`src/rtl/mem_access_unit.sv`:
```
// Memory-stage load/store unit: issues one valid/ready request per load or store,
// aligns and extends load data, and reports misaligned and access-fault exceptions.
module mem_access_unit #(
  parameter int XLEN           = 32,
  parameter int TIMEOUT_CYCLES = 0
) (
  input  logic            clk_i,
  input  logic            rst_i,
  input  logic            flush_i,
  input  logic            req_valid_i,
  input  logic            rd_en_i,
  input  logic            wr_en_i,
  input  logic [1:0]      size_i,
  input  logic            unsigned_i,
  input  logic [XLEN-1:0] addr_i,
  input  logic [XLEN-1:0] wdata_i,
  output logic            dmem_req_valid_o,
  input  logic            dmem_req_ready_i,
  output logic [XLEN-1:0] dmem_req_addr_o,
  output logic            dmem_req_we_o,
  output logic [3:0]      dmem_req_wstrb_o,
  output logic [XLEN-1:0] dmem_req_wdata_o,
  input  logic            dmem_rsp_valid_i,
  input  logic [XLEN-1:0] dmem_rsp_rdata_i,
  input  logic            dmem_rsp_err_i,
  output logic [XLEN-1:0] load_data_o,
  output logic            done_o,
  output logic            stall_o,
  output logic            exc_valid_o,
  output logic [3:0]      exc_cause_o,
  output logic [XLEN-1:0] exc_tval_o
);

  typedef enum logic [1:0] {IDLE, REQ, WAIT, DONE} state_t;

  state_t          state, state_nxt;
  logic            mem_op, misal_in, accept, rsp_take, timeout;
  logic [3:0]      wstrb_in;
  logic [XLEN-1:0] wdata_in;

  logic [XLEN-1:0] addr_q, wdata_q, load_q, tval_q;
  logic [1:0]      size_q;
  logic            uns_q, we_q, kill_q, orphan_q, done_q, exc_q;
  logic [3:0]      wstrb_q, cause_q;
  logic [31:0]     cnt_q;

  function automatic logic [XLEN-1:0] load_extract(input logic [XLEN-1:0] rdata,
                                                   input logic [1:0] lo,
                                                   input logic [1:0] size,
                                                   input logic uns);
    logic [XLEN-1:0] sh_b, sh_h;
    sh_b = rdata >> {lo, 3'b000};
    sh_h = rdata >> {lo[1], 4'b0000};
    case (size)
      2'b00:   load_extract = {{(XLEN-8){sh_b[7] & ~uns}}, sh_b[7:0]};
      2'b01:   load_extract = {{(XLEN-16){sh_h[15] & ~uns}}, sh_h[15:0]};
      default: load_extract = rdata;
    endcase
  endfunction

  always_comb begin
    mem_op   = req_valid_i && (rd_en_i || wr_en_i);
    misal_in = 1'b0;
    wstrb_in = 4'b0000;
    wdata_in = '0;
    case (size_i)
      2'b00:   misal_in = 1'b0;
      2'b01:   misal_in = addr_i[0];
      default: misal_in = (addr_i[1:0] != 2'b00);
    endcase
    // Store wins when both enables are set; loads carry no strobes.
    if (wr_en_i) begin
      case (size_i)
        2'b00: begin
          wstrb_in = 4'b0001 << addr_i[1:0];
          wdata_in = {4{wdata_i[7:0]}};
        end
        2'b01: begin
          wstrb_in = 4'b0011 << {addr_i[1], 1'b0};
          wdata_in = {2{wdata_i[15:0]}};
        end
        default: begin
          wstrb_in = 4'b1111;
          wdata_in = wdata_i;
        end
      endcase
    end
  end

  always_comb begin
    state_nxt = state;
    accept    = 1'b0;
    rsp_take  = 1'b0;
    timeout   = 1'b0;
    case (state)
      IDLE: if (mem_op && !flush_i) begin
        accept    = 1'b1;
        state_nxt = misal_in ? DONE : REQ;
      end
      REQ: if (dmem_req_ready_i) state_nxt = WAIT;
      WAIT: begin
        // A response owed to a timed-out request is dropped, not captured.
        if (dmem_rsp_valid_i && !orphan_q) begin
          rsp_take  = 1'b1;
          state_nxt = DONE;
        end else if (TIMEOUT_CYCLES > 0 && cnt_q == 32'(TIMEOUT_CYCLES - 1)) begin
          timeout   = 1'b1;
          state_nxt = DONE;
        end
      end
      default: state_nxt = IDLE;
    endcase
  end

  always_ff @(posedge clk_i) begin
    if (rst_i) begin
      state    <= IDLE;
      addr_q   <= '0;
      wdata_q  <= '0;
      size_q   <= '0;
      uns_q    <= 1'b0;
      we_q     <= 1'b0;
      wstrb_q  <= '0;
      kill_q   <= 1'b0;
      orphan_q <= 1'b0;
      cnt_q    <= '0;
      done_q   <= 1'b0;
      exc_q    <= 1'b0;
      cause_q  <= '0;
      tval_q   <= '0;
      load_q   <= '0;
    end else begin
      state   <= state_nxt;
      done_q  <= 1'b0;
      exc_q   <= 1'b0;
      cause_q <= '0;
      tval_q  <= '0;
      load_q  <= '0;
      if (accept) begin
        addr_q  <= addr_i;
        size_q  <= size_i;
        uns_q   <= unsigned_i;
        we_q    <= wr_en_i;
        wstrb_q <= wstrb_in;
        wdata_q <= wdata_in;
        if (misal_in) begin
          done_q  <= 1'b1;
          exc_q   <= 1'b1;
          cause_q <= wr_en_i ? 4'd6 : 4'd4;
          tval_q  <= addr_i;
        end
      end
      if (state == REQ && dmem_req_ready_i) cnt_q <= '0;
      else if (state == WAIT)               cnt_q <= cnt_q + 32'd1;
      if ((state == REQ || state == WAIT) && flush_i) kill_q <= 1'b1;
      else if (state == DONE)                         kill_q <= 1'b0;
      if (timeout)               orphan_q <= 1'b1;
      else if (dmem_rsp_valid_i) orphan_q <= 1'b0;
      if ((rsp_take || timeout) && !(kill_q || flush_i)) begin
        done_q <= 1'b1;
        if (timeout || dmem_rsp_err_i) begin
          exc_q   <= 1'b1;
          cause_q <= we_q ? 4'd7 : 4'd5;
          tval_q  <= addr_q;
        end else if (!we_q) begin
          load_q <= load_extract(dmem_rsp_rdata_i, addr_q[1:0], size_q, uns_q);
        end
      end
    end
  end

  // A flush arriving in the DONE cycle still retracts the completion and exception.
  assign done_o           = done_q && !flush_i;
  assign exc_valid_o      = exc_q && !flush_i;
  assign exc_cause_o      = exc_valid_o ? cause_q : 4'd0;
  assign exc_tval_o       = exc_valid_o ? tval_q : '0;
  assign load_data_o      = load_q;
  assign stall_o          = (state == IDLE && mem_op && !flush_i) || state == REQ || state == WAIT;
  assign dmem_req_valid_o = (state == REQ);
  assign dmem_req_addr_o  = {addr_q[XLEN-1:2], 2'b00};
  assign dmem_req_we_o    = we_q;
  assign dmem_req_wstrb_o = wstrb_q;
  assign dmem_req_wdata_o = wdata_q;

endmodule

```
`config.mk`:
```
export PLATFORM = sky130hd
export DESIGN_NAME = mem_access_unit
export DESIGN_NICKNAME = d
export VERILOG_FILES = /design/src/rtl/mem_access_unit.sv
export SDC_FILE = /design/constraint.sdc
export NUM_CORES = 1
export LEC_CHECK = 0
export ABC_AREA = 0
export BUFFER_PORTS_ARGS = -buffer_cell sky130_fd_sc_hd__buf_2
export CAP_MARGIN = 30
export CORE_UTILIZATION = 49
export DETAILED_ROUTE_END_ITERATION = 12
export PLACE_DENSITY = 0.81
export REMOVE_ABC_BUFFERS = 1
export SYNTH_ARGS = -nofsm -noshare
export SYNTH_HDL_FRONTEND = slang
export SYNTH_SLANG_ARGS = --single-unit
```
`constraint.sdc`:
```
create_clock -name clk_i -period 2.7 [get_ports clk_i]
set_input_delay 0.54 -clock clk_i [delete_from_list [all_inputs] [get_ports clk_i]]
set_output_delay 0.54 -clock clk_i [all_outputs]
set_load 0.01 [all_outputs]
```
==> results.ini <==
[layout]
drive_above_1_share_pct=38.61
multi_input_area_um2=2776
nNetsFinal=1008
postLayoutCellArea_um2=7975
ff_latch_area_um2=2863
finalNonFillerCells=1077
fill_cells=1037
area_delta_synth_final_pct=27.58
antenna_cells=0

[detailed_routing]
wl_met3_mm=1.266
wire_per_inst_um=15.69
via_per_inst=5.346
wl_met2_mm=8.371
wirelength_met1_mm=6.797
drtIter0Drc=442
routed_wl_mm=16.90
highest_layer=met4
dr.pass1.iters=6
drc_errors=0
ant_nets=0
vias=5758

[worst_setup_path]
timing.rr.start=state[0]
r2r_setup_slack_ns=0.67
cp_slowest_stage_delay_ns=0.55
path_class=flip-flop to output pin
critPathMaxFanout=5
rr_endpoint=done_q
critical_path_required_ns=2.16
cp-end-kind=output pin
r2r_cells=7
start_kind=flip-flop
crit_chain=inv_1 > ha_2 > inv_2 > or4_4 > nand3_1 > buf_2
slowest_stage=or4_4
arrival_ns=1.91

[timing]
slew_violations=0
finalSetupViolCount=0
fin_setup_tns_ns=0
timing.final.crit_share_pct=90.74
slew-limit-headroom_pct=54.28
hold_ws_ns=0.3645
fin_worst_skew_ns=0.008884
worst_pin_slew_ns=0.6859
rsz0062_at_grt=no
post-route-min-period_ns=2.450
final_hold_viol_count=0
fmax_mhz=408.2

[placement]
dpl.hpwl_mm=11.61
placed_area_um2=7346
port_buffers=245
placed_cells=1045
place.gp.congestion=0.8062

[yosys]
synth_warnings=0
synth.distinct_cells=46
syn_avg_cell_area_um2=8.943
yosys-top-cells-count=143 x dfxtp_1, 112 x nand2_1, 83 x a21oi_1
synth_area_leaders=dfxtp_1 46%, nand2_1 6.7%, a21oi_1 6.6%
ys_async_sr_fraction_pct=0
synth-seq-area-share_pct=45.80
synth_area_leader_cell=dfxtp_1
ys.flop_type=dfxtp_1
yosysMostFrequentCell=dfxtp_1
netlist.area_leader.share_pct=45.80
synth-seq-cells=143
synth_edf_count=0
synthesis.area_um2=6251
syn_inst=699

[floorplanning]
row_count=40
die_h_um=114.9
io_pins=249
dieArea_um2=13210
die_w_um=114.9
initial_core_util_pct=51.19
core_area_um2=12210

[hold_path]
hp-class=primary input to flip-flop
hold-path-cell-count=3
hold_end=addr_q[19]
hold_path_startpoint=addr_i[19]

[clocking]
htreeDepth=4
cts_tree=built
path_clk_slew_ns=0.06
cts_made_buffers=17
post_cts_resized=0
cts_root_buf=clkbuf_16
clk_latency_ns=0.42
holdBufCountCts=0
clock-sinks=143
clk_path_buf_depth=2
postCtsSetupRepairBufs=0

[grt]
grt_pass1_vias=5419
grt_usage_pct=25.76
grt_pass1_wl_mm=26.36
grt_overflow_total=0
grt_max_degree=56
antenna_found_initial=0

[status]
status=finished, final reports clean

[power]
p_per_area_nw_per_um2=713.3
ir_drop_mv=0.4945
p_total_mw=5.689
p_leak_nw=3.666

[job]
maxCapViolations=0

[cell type report]
class | count | share of cell area [%]
clock buffers | 20 | 5.852
clock inverters | 12 | 1.977
inverters | 32 | 1.506
multi-input cells | 438 | 34.81
flip-flops and latches | 143 | 35.90
well taps | 168 | 2.636
repair buffers | 264 | 17.32
[registers in the layout, indices dropped and copies added (netlist names)]
register / cells
addr_q: 32
dmem_req_wdata_o: 32
load_data_o: 32
tval_q: 32
dmem_req_wstrb_o: 4
cause_q: 2
size_q: 2
state: 2
dmem_req_we_o: 1
done_q: 1
exc_q: 1
kill_q: 1
uns_q: 1
[layout by cell type (no fill, tap or decap), types with 4 or more instances in the layout]
cell type  instances
a32o_1            33
nand3b_1           9
mux2_2            23
nor2_1            22
buf_4             18
nand3_1           25
and2_1            34
buf_2            245
a221oi_1           7
o21ai_0           13
a21oi_1           83
a21oi_2           10
o221a_2            8
clkbuf_16         17
inv_1             30
mux2i_1           11
nand2_1          112
nand2b_1           4
dfxtp_1          143
a31oi_1            7
[worst max path at each step]
stage	cells after the start	endpoint	startpoint
2_1_floorplan	6	dmem_req_wdata_o[31]	state[0]
3_3_place_gp	6	stall_o	state[0]
3_5_place_dp	7	done_q	state[1]
4_1_cts	6	stall_o	state[0]
5_1_grt	6	stall_o	state[0]
6_report	6	stall_o	state[0]
[report_power, final]
part	switching, mW	internal, mW
Sequential	0.0815	2.22
Clock	0.920	1.53
Combinational	0.568	0.366
[worst max-delay path, delay by kind of cell, from the launching register on]
kind	cells	cell delay [ns]
adder cells (fa/ha/maj)	1	0.23
buffers and inverters	3	0.27
flip-flops	1	0.34
AND/OR/NAND/NOR	2	0.64
[through the flow]
| stage | utilization, % | setup WS (ns) |
|---|---|---|
| 2_1_floorplan | - | -1.147 |
| 3_3_place_gp | 60.15 | 0.5096 |
| 3_5_place_dp | 60.15 | 0.4782 |
| 4_1_cts | 65.27 | 0.01915 |
| 5_1_grt | 65.31 | 0.1595 |
| 6_report | 65.31 | 0.2500 |
[metal layers]
layer,vias to the layer above,GRT usage [%]
met3,39,8.645
met4,0,11.08
met5,-,0
li1,2765,-
met1,2708,28.92
met2,246,44.54
[cell families after synthesis]
family / synth area share [%]
AOI/OAI and AO/OA: 18.98
adders and majority gates: 0.8007
buffers and inverters: 10.15
DFF: 45.80
muxes: 5.905
other: 0.05999
and+or+nand+nor: 18.31
No activity file was read; power rests on OpenSTA's default activity.
